===== src/rtl/riscv_ctrl_pkg.sv =====
// Shared constants for the multicycle RISC-V control path: state encoding,
// opcodes, ALUOp codes, datapath mux selects and the ImmSrc decode helper.
package riscv_ctrl_pkg;

  typedef enum logic [3:0] {
    S_FETCH    = 4'd0,
    S_DECODE   = 4'd1,
    S_MEMADR   = 4'd2,
    S_MEMREAD  = 4'd3,
    S_MEMWB    = 4'd4,
    S_MEMWRITE = 4'd5,
    S_EXECUTER = 4'd6,
    S_EXECUTEI = 4'd7,
    S_ALUWB    = 4'd8,
    S_BEQ      = 4'd9,
    S_JAL      = 4'd10
  } state_t;

  localparam logic [6:0] OP_LW  = 7'b0000011;
  localparam logic [6:0] OP_SW  = 7'b0100011;
  localparam logic [6:0] OP_R   = 7'b0110011;
  localparam logic [6:0] OP_I   = 7'b0010011;
  localparam logic [6:0] OP_BEQ = 7'b1100011;
  localparam logic [6:0] OP_JAL = 7'b1101111;

  localparam logic [1:0] ALUOP_ADD   = 2'b00;
  localparam logic [1:0] ALUOP_SUB   = 2'b01;
  localparam logic [1:0] ALUOP_FUNCT = 2'b10;

  localparam logic [1:0] RES_ALUOUT    = 2'b00;
  localparam logic [1:0] RES_DATA      = 2'b01;
  localparam logic [1:0] RES_ALURESULT = 2'b10;

  localparam logic [1:0] SRCA_PC    = 2'b00;
  localparam logic [1:0] SRCA_OLDPC = 2'b01;
  localparam logic [1:0] SRCA_RS1   = 2'b10;

  localparam logic [1:0] SRCB_RS2  = 2'b00;
  localparam logic [1:0] SRCB_IMM  = 2'b01;
  localparam logic [1:0] SRCB_FOUR = 2'b10;

  localparam logic [1:0] IMM_I = 2'b00;
  localparam logic [1:0] IMM_S = 2'b01;
  localparam logic [1:0] IMM_B = 2'b10;
  localparam logic [1:0] IMM_J = 2'b11;

  localparam logic [2:0] ALU_ADD = 3'b000;
  localparam logic [2:0] ALU_SUB = 3'b001;
  localparam logic [2:0] ALU_AND = 3'b010;
  localparam logic [2:0] ALU_OR  = 3'b011;
  localparam logic [2:0] ALU_SLT = 3'b101;

  // Immediate format chosen purely from the opcode; unknown opcodes fall to I.
  function automatic logic [1:0] imm_src_decode(input logic [6:0] op);
    logic [1:0] imm;
    case (op)
      OP_LW, OP_I: imm = IMM_I;
      OP_SW:       imm = IMM_S;
      OP_BEQ:      imm = IMM_B;
      OP_JAL:      imm = IMM_J;
      default:     imm = IMM_I;
    endcase
    return imm;
  endfunction

endpackage


===== src/rtl/multicycle_controller_if.sv =====
// Control bus between the multicycle controller and the shared datapath.
// master = controller side, slave = datapath side.
interface multicycle_controller_if;
  logic [6:0]  op;
  logic [2:0]  funct3;
  logic        funct7b5;
  logic        Zero;
  logic        PCWrite;
  logic        AdrSrc;
  logic        MemWrite;
  logic        IRWrite;
  logic [1:0]  ResultSrc;
  logic [1:0]  ALUSrcA;
  logic [1:0]  ALUSrcB;
  logic [1:0]  ImmSrc;
  logic [2:0]  ALUControl;
  logic        RegWrite;
  logic        IllegalOp;
  logic [31:0] RetireCount;

  modport master (
    input  op, funct3, funct7b5, Zero,
    output PCWrite, AdrSrc, MemWrite, IRWrite, ResultSrc, ALUSrcA, ALUSrcB,
           ImmSrc, ALUControl, RegWrite, IllegalOp, RetireCount
  );

  modport slave (
    output op, funct3, funct7b5, Zero,
    input  PCWrite, AdrSrc, MemWrite, IRWrite, ResultSrc, ALUSrcA, ALUSrcB,
           ImmSrc, ALUControl, RegWrite, IllegalOp, RetireCount
  );
endinterface


===== src/rtl/ALUDecoder.sv =====
// ALU operation decoder: maps ALUOp plus instruction function fields to
// the 3-bit ALUControl code.
module ALUDecoder
  import riscv_ctrl_pkg::*;
(
  input  logic [1:0] alu_op,
  input  logic [2:0] funct3,
  input  logic       funct7b5,
  input  logic       opcode_5,
  output logic [2:0] alu_control
);

  // Select the ALU function; only R-type with funct7b5 set turns 000 into sub
  always_comb begin
    alu_control = ALU_ADD;
    case (alu_op)
      ALUOP_ADD: alu_control = ALU_ADD;
      ALUOP_SUB: alu_control = ALU_SUB;
      ALUOP_FUNCT: begin
        case (funct3)
          3'b000: begin
            if (opcode_5 & funct7b5) begin
              alu_control = ALU_SUB;
            end else begin
              alu_control = ALU_ADD;
            end
          end
          3'b010:  alu_control = ALU_SLT;
          3'b110:  alu_control = ALU_OR;
          3'b111:  alu_control = ALU_AND;
          default: alu_control = ALU_ADD;
        endcase
      end
      default: alu_control = ALU_ADD;
    endcase
  end

endmodule


===== src/rtl/main_fsm.sv =====
// Main sequencing FSM: state register, next-state logic and Moore outputs
// for the multicycle datapath. retire flags the states that end an
// instruction and always return to FETCH.
module main_fsm
  import riscv_ctrl_pkg::*;
(
  input  logic       clk,
  input  logic       rst_n,
  input  logic [6:0] op,
  output logic       adr_src,
  output logic       mem_write,
  output logic       ir_write,
  output logic       reg_write,
  output logic       branch,
  output logic       pc_update,
  output logic       illegal_op,
  output logic       retire,
  output logic [1:0] alu_op,
  output logic [1:0] result_src,
  output logic [1:0] alu_src_a,
  output logic [1:0] alu_src_b
);

  state_t state_r;
  state_t next_state_s;

  // State register; reset parks the controller in FETCH without a clock
  always_ff @(posedge clk or negedge rst_n) begin
    if (!rst_n) begin
      state_r <= S_FETCH;
    end else begin
      state_r <= next_state_s;
    end
  end

  // Next-state decode and per-state Moore outputs
  always_comb begin
    next_state_s = S_FETCH;
    adr_src      = 1'b0;
    mem_write    = 1'b0;
    ir_write     = 1'b0;
    reg_write    = 1'b0;
    branch       = 1'b0;
    pc_update    = 1'b0;
    illegal_op   = 1'b0;
    retire       = 1'b0;
    alu_op       = ALUOP_ADD;
    result_src   = RES_ALUOUT;
    alu_src_a    = SRCA_PC;
    alu_src_b    = SRCB_RS2;
    case (state_r)
      S_FETCH: begin
        ir_write     = 1'b1;
        alu_src_b    = SRCB_FOUR;
        result_src   = RES_ALURESULT;
        pc_update    = 1'b1;
        next_state_s = S_DECODE;
      end
      S_DECODE: begin
        alu_src_a = SRCA_OLDPC;
        alu_src_b = SRCB_IMM;
        case (op)
          OP_LW, OP_SW: next_state_s = S_MEMADR;
          OP_R:         next_state_s = S_EXECUTER;
          OP_I:         next_state_s = S_EXECUTEI;
          OP_BEQ:       next_state_s = S_BEQ;
          OP_JAL:       next_state_s = S_JAL;
          default: begin
            illegal_op   = 1'b1;
            next_state_s = S_FETCH;
          end
        endcase
      end
      S_MEMADR: begin
        alu_src_a = SRCA_RS1;
        alu_src_b = SRCB_IMM;
        if (op == OP_LW) begin
          next_state_s = S_MEMREAD;
        end else begin
          next_state_s = S_MEMWRITE;
        end
      end
      S_MEMREAD: begin
        adr_src      = 1'b1;
        next_state_s = S_MEMWB;
      end
      S_MEMWB: begin
        result_src   = RES_DATA;
        reg_write    = 1'b1;
        retire       = 1'b1;
        next_state_s = S_FETCH;
      end
      S_MEMWRITE: begin
        adr_src      = 1'b1;
        mem_write    = 1'b1;
        retire       = 1'b1;
        next_state_s = S_FETCH;
      end
      S_EXECUTER: begin
        alu_src_a    = SRCA_RS1;
        alu_op       = ALUOP_FUNCT;
        next_state_s = S_ALUWB;
      end
      S_EXECUTEI: begin
        alu_src_a    = SRCA_RS1;
        alu_src_b    = SRCB_IMM;
        alu_op       = ALUOP_FUNCT;
        next_state_s = S_ALUWB;
      end
      S_ALUWB: begin
        reg_write    = 1'b1;
        retire       = 1'b1;
        next_state_s = S_FETCH;
      end
      S_BEQ: begin
        alu_src_a    = SRCA_RS1;
        alu_op       = ALUOP_SUB;
        branch       = 1'b1;
        retire       = 1'b1;
        next_state_s = S_FETCH;
      end
      S_JAL: begin
        // JAL routes OldPC + 4 to ALUWB so rd receives the link address
        alu_src_a    = SRCA_OLDPC;
        alu_src_b    = SRCB_FOUR;
        pc_update    = 1'b1;
        next_state_s = S_ALUWB;
      end
      default: next_state_s = S_FETCH;
    endcase
  end

endmodule


===== src/rtl/multicycle_controller.sv =====
// Multicycle RISC-V controller top: main FSM, ALU decoder, ImmSrc decode,
// PCWrite combine, enable gating during reset and the retire counter.
module multicycle_controller
  import riscv_ctrl_pkg::*;
(
  input  logic                    clk,
  input  logic                    rst_n,
  multicycle_controller_if.master bus
);

  logic        adr_src_s;
  logic        mem_write_s;
  logic        ir_write_s;
  logic        reg_write_s;
  logic        branch_s;
  logic        pc_update_s;
  logic        illegal_op_s;
  logic        retire_s;
  logic [1:0]  alu_op_s;
  logic [1:0]  result_src_s;
  logic [1:0]  alu_src_a_s;
  logic [1:0]  alu_src_b_s;
  logic [2:0]  alu_control_s;
  logic [31:0] retire_count_r;

  main_fsm u_main_fsm (
    .clk        (clk),
    .rst_n      (rst_n),
    .op         (bus.op),
    .adr_src    (adr_src_s),
    .mem_write  (mem_write_s),
    .ir_write   (ir_write_s),
    .reg_write  (reg_write_s),
    .branch     (branch_s),
    .pc_update  (pc_update_s),
    .illegal_op (illegal_op_s),
    .retire     (retire_s),
    .alu_op     (alu_op_s),
    .result_src (result_src_s),
    .alu_src_a  (alu_src_a_s),
    .alu_src_b  (alu_src_b_s)
  );

  ALUDecoder u_alu_decoder (
    .alu_op      (alu_op_s),
    .funct3      (bus.funct3),
    .funct7b5    (bus.funct7b5),
    .opcode_5    (bus.op[5]),
    .alu_control (alu_control_s)
  );

  // Drive the bus; write enables are held off while reset is asserted so an
  // interrupted instruction can never leave a partial write behind
  always_comb begin
    bus.PCWrite     = rst_n & (pc_update_s | (branch_s & bus.Zero));
    bus.IRWrite     = rst_n & ir_write_s;
    bus.MemWrite    = rst_n & mem_write_s;
    bus.RegWrite    = rst_n & reg_write_s;
    bus.AdrSrc      = adr_src_s;
    bus.ResultSrc   = result_src_s;
    bus.ALUSrcA     = alu_src_a_s;
    bus.ALUSrcB     = alu_src_b_s;
    bus.ImmSrc      = imm_src_decode(bus.op);
    bus.ALUControl  = alu_control_s;
    bus.IllegalOp   = illegal_op_s;
    bus.RetireCount = retire_count_r;
  end

  // Retired-instruction counter; wraps naturally at 32 bits
  always_ff @(posedge clk or negedge rst_n) begin
    if (!rst_n) begin
      retire_count_r <= 32'd0;
    end else if (retire_s) begin
      retire_count_r <= retire_count_r + 32'd1;
    end else begin
      retire_count_r <= retire_count_r;
    end
  end

endmodule


===== src/flat_wrapper.sv =====
// flat-port wrapper written by rule: the top's interface ports become plain ports
module multicycle_controller_flat import riscv_ctrl_pkg::*;
  (clk, rst_n, bus_op, bus_funct3, bus_funct7b5, bus_Zero, bus_PCWrite, bus_AdrSrc, bus_MemWrite, bus_IRWrite, bus_ResultSrc, bus_ALUSrcA, bus_ALUSrcB, bus_ImmSrc, bus_ALUControl, bus_RegWrite, bus_IllegalOp, bus_RetireCount);
  multicycle_controller_if bus_i ();
  input  logic clk;
  input  logic rst_n;
  input wire logic [$bits(bus_i.op)-1:0] bus_op;
  input wire logic [$bits(bus_i.funct3)-1:0] bus_funct3;
  input wire logic [$bits(bus_i.funct7b5)-1:0] bus_funct7b5;
  input wire logic [$bits(bus_i.Zero)-1:0] bus_Zero;
  output wire logic [$bits(bus_i.PCWrite)-1:0] bus_PCWrite;
  output wire logic [$bits(bus_i.AdrSrc)-1:0] bus_AdrSrc;
  output wire logic [$bits(bus_i.MemWrite)-1:0] bus_MemWrite;
  output wire logic [$bits(bus_i.IRWrite)-1:0] bus_IRWrite;
  output wire logic [$bits(bus_i.ResultSrc)-1:0] bus_ResultSrc;
  output wire logic [$bits(bus_i.ALUSrcA)-1:0] bus_ALUSrcA;
  output wire logic [$bits(bus_i.ALUSrcB)-1:0] bus_ALUSrcB;
  output wire logic [$bits(bus_i.ImmSrc)-1:0] bus_ImmSrc;
  output wire logic [$bits(bus_i.ALUControl)-1:0] bus_ALUControl;
  output wire logic [$bits(bus_i.RegWrite)-1:0] bus_RegWrite;
  output wire logic [$bits(bus_i.IllegalOp)-1:0] bus_IllegalOp;
  output wire logic [$bits(bus_i.RetireCount)-1:0] bus_RetireCount;
  assign bus_i.op = bus_op;
  assign bus_i.funct3 = bus_funct3;
  assign bus_i.funct7b5 = bus_funct7b5;
  assign bus_i.Zero = bus_Zero;
  assign bus_PCWrite = bus_i.PCWrite;
  assign bus_AdrSrc = bus_i.AdrSrc;
  assign bus_MemWrite = bus_i.MemWrite;
  assign bus_IRWrite = bus_i.IRWrite;
  assign bus_ResultSrc = bus_i.ResultSrc;
  assign bus_ALUSrcA = bus_i.ALUSrcA;
  assign bus_ALUSrcB = bus_i.ALUSrcB;
  assign bus_ImmSrc = bus_i.ImmSrc;
  assign bus_ALUControl = bus_i.ALUControl;
  assign bus_RegWrite = bus_i.RegWrite;
  assign bus_IllegalOp = bus_i.IllegalOp;
  assign bus_RetireCount = bus_i.RetireCount;
  multicycle_controller u_core (.clk(clk), .rst_n(rst_n), .bus(bus_i));
endmodule

===== config.mk =====
export PLATFORM = sky130hd
export DESIGN_NAME = multicycle_controller_flat
export DESIGN_NICKNAME = d
export VERILOG_FILES = /design/src/rtl/riscv_ctrl_pkg.sv /design/src/rtl/multicycle_controller_if.sv /design/src/rtl/ALUDecoder.sv /design/src/rtl/main_fsm.sv /design/src/rtl/multicycle_controller.sv /design/src/flat_wrapper.sv
export SDC_FILE = /design/constraint.sdc
export NUM_CORES = 1
export LEC_CHECK = 0
export BUFFER_PORTS_ARGS = -buffer_cell sky130_fd_sc_hd__buf_2
export CORE_MARGIN = 2
export CORE_UTILIZATION = 51
export DETAILED_ROUTE_END_ITERATION = 16
export GPL_ROUTABILITY_DRIVEN = 1
export PLACE_DENSITY = 0.83
export SLEW_MARGIN = 0
export SYNTH_ARGS = -nofsm -noshare
export SYNTH_HDL_FRONTEND = slang
export SYNTH_SLANG_ARGS = --single-unit

===== constraint.sdc =====
create_clock -name clk -period 2.4 [get_ports clk]
set_input_delay 0.48 -clock clk [delete_from_list [all_inputs] [get_ports clk]]
set_output_delay 0.48 -clock clk [all_outputs]
set_load 0.05 [all_outputs]

==> results.md, run 1 <==
- Post-route ant nets: 0
- # Post-CTS Setup Buffers: 0
- Total CTS buffers: 5
- Share of layout cells above drive strength 1: 34.94%
- RSZ-0062 raised after global routing: false
- Hold Vio Cnt, Final: 0
- Most common cell after layout, fill and taps aside: buf_2
- WL met3: 238 um
- Num rows: 22
- Mapped cell area: 0.002011 mm2
- N_diodes: 0
- Placer Congestion: 0.8052
- Max Transition Viols Final: 0
- Routed WL per cell: 14.90 um
- Routed wire length: 4722 um
- Post-synthesis sequential area ratio: 44.80%
- Lkg Pwr: 1.316 nW
- Hold Path Class: input port to async pin
- CTS Buffer Depth: 2
- Cells after Synth: 199
- Die area: 0.004461 mm2
- Worst slew margin: 62.75%
- Tcrit/Tclk final: 97.72%
- Clock Sink Count: 36
- Vias: 1762
- Arrival @ worst endpoint: 1870 ps
- Port Buf Inserts: 62
- Worst Max-Slew Pin Slew: 553.6 ps
- Clock-pin slew on the worst setup and hold paths: 60 ps
- First-pass GRT wire length: 7645 um
- Drt via density: 5.558
- Syn avg cell area: 10.10 um2
- Area of the core: 0.003716 mm2
- NumNets Final: 286
- Critical-path maximum fanout: 7
- H-tree Lvls: 2
- Required @ worst endpoint: 1920 ps
- Synth cell types: 35
- Die Y: 66.79 um
- Post-Place Cells: 310
- Outcome: finished, final reports clean
- CTS tree: yes
- Critical Path Sink Type: output port
- YS warnings: 0
- Number of global-route vias before repair: 1703
- First-pass DRT Iterations: 4
- CTS Root Cell: clkbuf_8
- Ys flop type: dfrtp_1
- Worst VDD drop: 0.3243 mV
- Final setup fails: 0
- Net count after synthesis: 216
- Wl on met1: 1998 um
- Remaining DRCs: 0
- Tmin final: 2345 ps
- EDFF count, synth: 0
- Max-cap violation count: 0
- Clock latency at the later pin of the worst-skew pair: 280 ps
- Post-CTS Hold Buffers: 0
- Initial antenna violation count: 0
- GRT Residual Overflow: 0
- Initial DRC count: 89
- IO Count: 63
- Asr flop ratio synth: 100.0%
- Setup crit start kind: register
- Synthesis-to-finish area growth: 28.81%
- Seq cells post-synth: 36
- Post-Layout Cell Count: 317
- Tot GR Track Use: 22.83%
- Final hold slack: 223.2 ps
- Highest routed layer: met4
- Fmax: 426.4 MHz
- Met2 routed WL: 2355 um
- PD cells: 659.3 mW/mm2
- Commonest non-fill, non-tap cells in the layout: buf_2, dfrtp_1, xnor2_1
- Largest net degree at the start of global routing: 21
- Clk_skew: 1.871 ps
- Setup Crit Path Kind: register to output port
- Post-DP HPWL: 3554 um
- Layout fillers: 299
- Initial Util: 54.11%
- Chip width: 66.79 um
-- per-stage QoR --
stage                     worst slack (ps)  power (mW)  TNS (ps)  util (%)  cell area (um2)
after global placement               232.7       1.314         0     66.73             2480
after global routing                 2.538       1.788         0     69.70             2590
final                                54.77       1.708         0     69.70             2590
after floorplan                     -193.8       1.159    -193.8         -             2086
after CTS                            10.74       1.715         0     69.06             2566
after detailed placement             167.7       1.323         0     66.73             2480
-- worst max-delay path: stages, from the launching register on --
cell     delay [ps]
dfrtp_2         450
buf_4           190
or2_2           370
nor4_4          280
buf_2           300
-- metal layers --
metal / global-route usage (%) / vias to the layer above
met5: 0 / -
met4: 10.20 / 0
met1: 29.37 / 845
li1: - / 852
met3: 5.743 / 13
met2: 36.13 / 52
-- worst paths after layout --
| kind | from | end | slack, ps | depth (start not counted) |
|---|---|---|---|---|
| setup / recovery | u_core.u_main_fsm.state_r[3] | bus_IllegalOp | 50 | 4 |
| hold / removal | rst_n | u_core.u_main_fsm.state_r[3] | 220 | 2 |
| setup reg to reg | u_core.u_main_fsm.state_r[1] | u_core.bus.RetireCount[22] | 560 | 5 |
| hold reg to reg | u_core.bus.RetireCount[30] | u_core.bus.RetireCount[30] | 490 | 1 |
| max in group asynchronous | rst_n | u_core.bus.RetireCount[20] | 1960 | 2 |
| min in group clk | bus_op[0] | u_core.u_main_fsm.state_r[1] | 480 | 3 |
-- sequential cells by signal, indices dropped and copies added (netlist names) --
name,cells
u_core.u_main_fsm.state_r,4
u_core.bus.RetireCount,32
-- what timing repair did --
item	in CTS	in global routing
resized for setup	3	4
setup endpoints to repair	2	2
pin swaps	0	1
cloned	0	0
-- where the power goes --
group | total, mW | leakage, nW | switching (mW) | internal [mW]
sequential | 0.677 | 0.496 | 0.0405 | 0.636
combinational | 0.638 | 0.778 | 0.462 | 0.176
clock | 0.393 | 0.0410 | 0.196 | 0.197
total | 1.71 | 1.32 | 0.699 | 1.01
-- kinds of logic (layout without fill, tap and decap cells) --
group / Yosys count / after routing / synth area share (%)
compound gates: 15 / 15 / 4.668
xor+xnor: 33 / 33 / 15.31
fa+ha+maj: 3 / 3 / 1.867
buf+inv: 12 / 82 / 2.427
flops: 36 / 36 / 44.80
mux: 1 / 1 / 0.5600
simple gates: 99 / 99 / 30.37
-- cell usage after synthesis (2+ instances only) --
library cell / n / area, um2
ha_1: 3 / 37.54
dfrtp_1: 36 / 900.9
nand4_1: 13 / 81.33
and2_1: 3 / 18.77
nor4_1: 5 / 31.28
nand2_1: 14 / 52.55
nand3b_1: 4 / 30.03
xnor2_1: 27 / 236.5
nand3_1: 14 / 70.07
nor2_1: 14 / 52.55
inv_1: 6 / 22.52
nand4b_1: 2 / 17.52
xor2_1: 5 / 43.79
nor3_1: 6 / 30.03
clkbuf_1: 5 / 18.77
or2_2: 2 / 12.51
and3_1: 5 / 31.28
nand2b_1: 3 / 18.77
a21oi_1: 6 / 30.03
nor4bb_1: 2 / 20.02
nor2b_1: 4 / 25.02
and4_1: 3 / 26.28
nor4_4: 4 / 85.08
o21ai_0: 2 / 10.01
-- layout make-up --
| cell class | count | area [um2] | area share [%] |
|---|---|---|---|
| multi-input cells | 151 | 1159 | 44.73 |
| flip-flops and latches | 36 | 902.1 | 34.83 |
| repair buffers | 69 | 369.1 | 14.25 |
| clock buffers | 6 | 72.57 | 2.802 |
| well taps | 48 | 60.06 | 2.319 |
| inverters | 6 | 22.52 | 0.8696 |
| clock inverters | 1 | 5.005 | 0.1932 |
No activity file was read; power rests on OpenSTA's default activity.
==> run 2, diff against run 1 <==
--- a/config.mk
+++ b/config.mk
@@ -6,11 +6,12 @@
 export NUM_CORES = 1
 export LEC_CHECK = 0
 export BUFFER_PORTS_ARGS = -buffer_cell sky130_fd_sc_hd__buf_2
+export CORE_ASPECT_RATIO = 0.9
 export CORE_MARGIN = 2
-export CORE_UTILIZATION = 51
+export CORE_UTILIZATION = 50
 export DETAILED_ROUTE_END_ITERATION = 16
 export GPL_ROUTABILITY_DRIVEN = 1
-export PLACE_DENSITY = 0.83
+export PLACE_DENSITY = 0.81
 export SLEW_MARGIN = 0
 export SYNTH_ARGS = -nofsm -noshare
 export SYNTH_HDL_FRONTEND = slang
==> run 2 against run 1 <==
Against the previous run: worst hold slack worse by 190 ps; critical path depth rose by 2; register-to-register slack got worse by 50 ps; critical endpoint is now bus_ALUControl[2]; sequential cell count is the same; cell count up 0.32%; global-route usage decreased by 1.8 points; utilization down 1.0 points.
==> results.md, run 2 (synthesis results as in run 1) <==
- Max-cap violation count: 0
- Clock Sink Count: 36
- Worst Max-Slew Pin Slew: 519.4 ps
- Initial antenna violation count: 0
- Reg2reg path depth: 5
- CTS Root Cell: clkbuf_8
- NumNets Final: 288
- Chip width: 70.85 um
- FF-to-FF End: u_core.bus.RetireCount[21]
- Worst slew margin: 65.11%
- Area of the core: 0.003784 mm2
- Placer Congestion: 0.8309
- Die Y: 64.16 um
- Util after Layout: 68.68%
- Setup ws final: 82.99 ps
- Clk_skew: 2.982 ps
- Lkg Pwr: 1.331 nW
- Pre-CTS WS: 201.8 ps
- Num rows: 21
- Buffers & Inverters on Critical Path: 2
- Initial Util: 53.14%
- CTS Buffer Depth: 2
- RSZ-0062 raised after global routing: true
- Setup crit start kind: register
- Initial DRC count: 77
- Remaining DRCs: 0
- Synthesis-to-finish area growth: 29.25%
- Required @ worst endpoint: 1920 ps
- Hold Path Class: input port to async pin
- Final setup fails: 0
- N_diodes: 0
- Critical-path cell list: nor2b_4 -> and2_1 -> inv_1 -> ha_1 -> nor4_4 -> buf_6
- CP peak stage delay: 410 ps
- Flop2flop setup slack: 510 ps
- Share of layout cells above drive strength 1: 34.56%
- Most common cell after layout, fill and taps aside: buf_2
- Post-Place Cells: 308
- Tot GR Track Use: 20.99%
- Post-route ant nets: 0
- Critical-path maximum fanout: 4
- Post-CTS Hold Buffers: 0
- PD cells: 671.0 mW/mm2
- Routed WL per cell: 14.05 um
- Total power: 1.744 mW
- Kind of cell adding the most delay to the critical path: simple AND/OR/NAND/NOR gates
- CTS tree: yes
- Outcome: finished, final reports clean
- Commonest non-fill, non-tap cells in the layout: buf_2, dfrtp_1, xnor2_1
- First-pass GRT wire length: 7548 um
- Vias: 1727
- Post-DP Area: 0.002477 mm2
- Fmax: 431.6 MHz
- Worst VDD drop: 0.4125 mV
- GRT Residual Overflow: 0
- Die area: 0.004545 mm2
- Fin area: 0.002599 mm2
- Setup Crit Path Kind: register to output port
- Critical Path Sink Type: output port
- Post-DP HPWL: 3371 um
- Final hold slack: 32.65 ps
- Layout fillers: 313
- Slowest cell on crit path: dfrtp_1
- Hold Vio Cnt, Final: 0
- Total CTS buffers: 5
- Port Buf Inserts: 62
- Arrival @ worst endpoint: 1840 ps
- Clock-pin slew on the worst setup and hold paths: 70 ps
- First-pass DRT Iterations: 4
- Drt via density: 5.431
- Tcrit/Tclk final: 96.54%
- Clock latency at the later pin of the worst-skew pair: 290 ps
- H-tree Lvls: 2
- Largest net degree at the start of global routing: 32
- Tmin final: 2317 ps
- Routed wire length: 4469 um
- Number of global-route vias before repair: 1623
- Worst R2R Start: u_core.u_main_fsm.state_r[2]
- Post-Layout Cell Count: 318
- IO Count: 63
- Max reg flops: 32
- Max Transition Viols Final: 0
- Setup TNS: 0 ps
==> run 2: cell count changes in the layout (fill, tap and decap cells not counted) <==
cell / before / now
ha_4: 1 / 0
dfrtp_1: 35 / 36
clkbuf_4: 0 / 1
clkbuf_1: 1 / 2
buf_2: 61 / 60
nor2b_2: 0 / 1
dfrtp_2: 1 / 0
buf_4: 7 / 9
nor2b_4: 2 / 1
clkbuf_8: 5 / 6
clkinv_2: 1 / 0
ha_1: 2 / 3
==> run 2: final cells by class <==
class,count,area [um2],area share (%)
multi-input combinational,151,1141,43.91
sequential,36,900.9,34.67
tap,46,57.56,2.215
timing repair buffer,71,386.6,14.88
clock buffer,8,90.09,3.467
inverter,6,22.52,0.8666
==> run 2: worst max-delay path by stage <==
stage | slack, ps | depth (start not counted) | endpoint | start
finish | 80 | 6 | bus_ALUControl[2] | u_core.u_main_fsm.state_r[1]
global route | -20 | 6 | bus_ALUControl[2] | u_core.u_main_fsm.state_r[1]
floorplan | -190 | 5 | bus_PCWrite | u_core.u_main_fsm.state_r[3]
detailed placement | 200 | 5 | bus_ImmSrc[0] | bus_op[3]
global placement | 250 | 5 | bus_ImmSrc[0] | bus_op[3]
CTS | 20 | 6 | bus_ALUControl[2] | u_core.u_main_fsm.state_r[1]
==> run 2: timing repair <==
| action | 4_1_cts | 5_1_grt |
|---|---|---|
| resized for setup | 1 | 4 |
| buffers inserted | 0 | 2 |
| pin swaps | 0 | 1 |
| setup endpoints to repair | 1 | 2 |
==> run 2: power by group <==
group          internal, mW  switching, mW
Clock                 0.234          0.202
Combinational         0.179          0.450
Sequential            0.636         0.0423
==> run 2: layer usage <==
metal / wire (um) / part of all wire (%) / vias to the layer above / GRT usage, %
li1: - / - / 852 / -
met1: 2121 / 47 / 834 / 27.96
met2: 2124 / 48 / 38 / 33.88
met3: 184 / 4.1 / 3 / 4.259
met5: 0 / 0 / - / 0
met4: 38 / 0.85 / 0 / 7.783
==> run 3, diff against run 2 <==
--- a/config.mk
+++ b/config.mk
@@ -6,12 +6,13 @@
 export NUM_CORES = 1
 export LEC_CHECK = 0
 export BUFFER_PORTS_ARGS = -buffer_cell sky130_fd_sc_hd__buf_2
+export CAP_MARGIN = 20
 export CORE_ASPECT_RATIO = 0.9
 export CORE_MARGIN = 2
-export CORE_UTILIZATION = 50
+export CORE_UTILIZATION = 30
 export DETAILED_ROUTE_END_ITERATION = 16
 export GPL_ROUTABILITY_DRIVEN = 1
-export PLACE_DENSITY = 0.81
+export PLACE_DENSITY = 0.55
 export SLEW_MARGIN = 0
 export SYNTH_ARGS = -nofsm -noshare
 export SYNTH_HDL_FRONTEND = slang
==> run 3 against run 2 <==
Against the previous run: die area grew 62%; sequential cell count unchanged; setup slack worse by 26 ps; cell count rose by 14%; largest power group unchanged; critical path type unchanged.
==> results.md, run 3 (synthesis results as in run 1) <==
- Outcome: finished, final reports clean
- Hold Path Class: input port to async pin
- Chip width: 90.30 um
- Synthesis-to-finish area growth: 32.17%
- Most common cell after layout, fill and taps aside: buf_2
- Clock Sink Count: 36
- IO Count: 63
- Clock latency at the later pin of the worst-skew pair: 280 ps
- Share of layout cells above drive strength 1: 35.06%
- Max Transition Viols Final: 0
- Largest net degree at the start of global routing: 33
- Fmax: 426.9 MHz
- Max-cap violation count: 0
- Setup TNS: 0 ps
- Critical Path Sink Type: output port
- Num rows: 28
- Setup crit start kind: register
- Commonest non-fill, non-tap cells in the layout: buf_2, dfrtp_1, xnor2_1
- Lkg Pwr: 1.336 nW
- Max reg flops: 32
- Hold Vio Cnt, Final: 0
- PD cells: 664.0 mW/mm2
- Vias: 1706
- Port Buf Inserts: 62
- NumNets Final: 288
- Die area: 0.007374 mm2
- Tcrit/Tclk final: 97.61%
- H-tree Lvls: 2
- Routed wire length: 4632 um
- Routed WL per cell: 12.83 um
- First-pass GRT wire length: 7507 um
- Pre-CTS WS: 227.2 ps
- Tmin final: 2343 ps
- Worst slew margin: 62.96%
- Number of global-route vias before repair: 1500
- GR peak layer: met2
- Setup Crit Path Kind: register to output port
- Clock-pin slew on the worst setup and hold paths: 70 ps
- Initial DRC count: 68
- Total CTS buffers: 5
- Placer Congestion: 0.8007
- Met3 usage: 3.028%
- N_diodes: 0
- Die Y: 81.67 um
- Post-route ant nets: 0
- Worst VDD drop: 0.4571 mV
- Drt via density: 4.726
- Initial Util: 30.86%
- Met1 usage: 17.90%
- CTS Buffer Depth: 2
- Required @ worst endpoint: 1920 ps
- Post-DP HPWL: 3584 um
- CTS Root Cell: clkbuf_8
- CTS tree: yes
- Setup ws final: 57.41 ps
- Arrival @ worst endpoint: 1860 ps
- Final hold slack: 18.91 ps
- Final setup fails: 0
- Critical-path maximum fanout: 3
- GRT Residual Overflow: 0
- Initial antenna violation count: 0
- Remaining DRCs: 0
- Layout fillers: 657
- Clk_skew: 2.087 ps
- Area of the core: 0.006516 mm2
- Met2 usage: 19.55%
- Worst Max-Slew Pin Slew: 551.4 ps
- Tot GR Track Use: 12.69%
- First-pass DRT Iterations: 4
==> run 3: changes by cell type in the layout (fill, tap and decap cells not counted) <==
cell,previous run,this run
clkbuf_1,2,0
clkbuf_4,1,0
clkbuf_8,6,7
buf_2,60,61
==> run 3: cell type report <==
type | count | area [um2] | area share, %
repair buffers | 71 | 384.1 | 14.45
flip-flops and latches | 36 | 900.9 | 33.90
inverters | 6 | 22.52 | 0.8475
well taps | 90 | 112.6 | 4.237
multi-input cells | 151 | 1141 | 42.94
clock buffers | 7 | 96.34 | 3.625
==> run 3: timing repair <==
item                                    CTS  global route
buffers inserted                          0             1
hold buffers                              0             0
resized for setup                         1             3
endpoints found under the setup margin    1             2
==> run 3: metal layers <==
layer / up-vias / wire length, um
li1: 855 / -
met1: 822 / 2309
met2: 24 / 2129
met3: 5 / 152
met4: 0 / 40
met5: - / 0
==> run 3: through the flow <==
step / utilization, % / power, mW / cells / instance area, um2
6_report: 40.78 / 1.765 / 361 / 2658
5_1_grt: 40.78 / 1.867 / 361 / 2658
4_1_cts: 40.50 / 1.786 / 360 / 2639
3_5_place_dp: 38.98 / 1.319 / 353 / 2540
3_3_place_gp: 38.98 / 1.320 / 353 / 2540
2_1_floorplan: - / 1.159 / 199 / 2086
==> run 3: critical path, stage by stage, from the launching register on <==
cell,delay (ps)
dfrtp_1,420
nor2b_2,180
nand3b_1,130
inv_1,80
ha_1,340
nor4_4,230
buf_6,190
==> run 3: final timing paths <==
| kind | from | end | slack [ps] | cells after the start |
|---|---|---|---|---|
| min in group clk | u_core.bus.RetireCount[31] | u_core.bus.RetireCount[31] | 470 | 1 |
| worst max-delay path | u_core.u_main_fsm.state_r[3] | bus_ALUControl[2] | 60 | 6 |
| worst max register to register | u_core.u_main_fsm.state_r[2] | u_core.bus.RetireCount[25] | 550 | 5 |
| worst min-delay path | rst_n | u_core.u_main_fsm.state_r[3] | 20 | 1 |
| worst min register to register | u_core.bus.RetireCount[31] | u_core.bus.RetireCount[31] | 470 | 1 |
| max in group asynchronous | rst_n | u_core.bus.RetireCount[16] | 1750 | 2 |
==> run 3: power breakdown <==
part | total [mW] | leakage [nW] | internal (mW) | switching, mW
registers | 0.678 | 0.498 | 0.636 | 0.0423
logic | 0.626 | 0.787 | 0.175 | 0.451
clock network | 0.460 | 0.0503 | 0.256 | 0.204
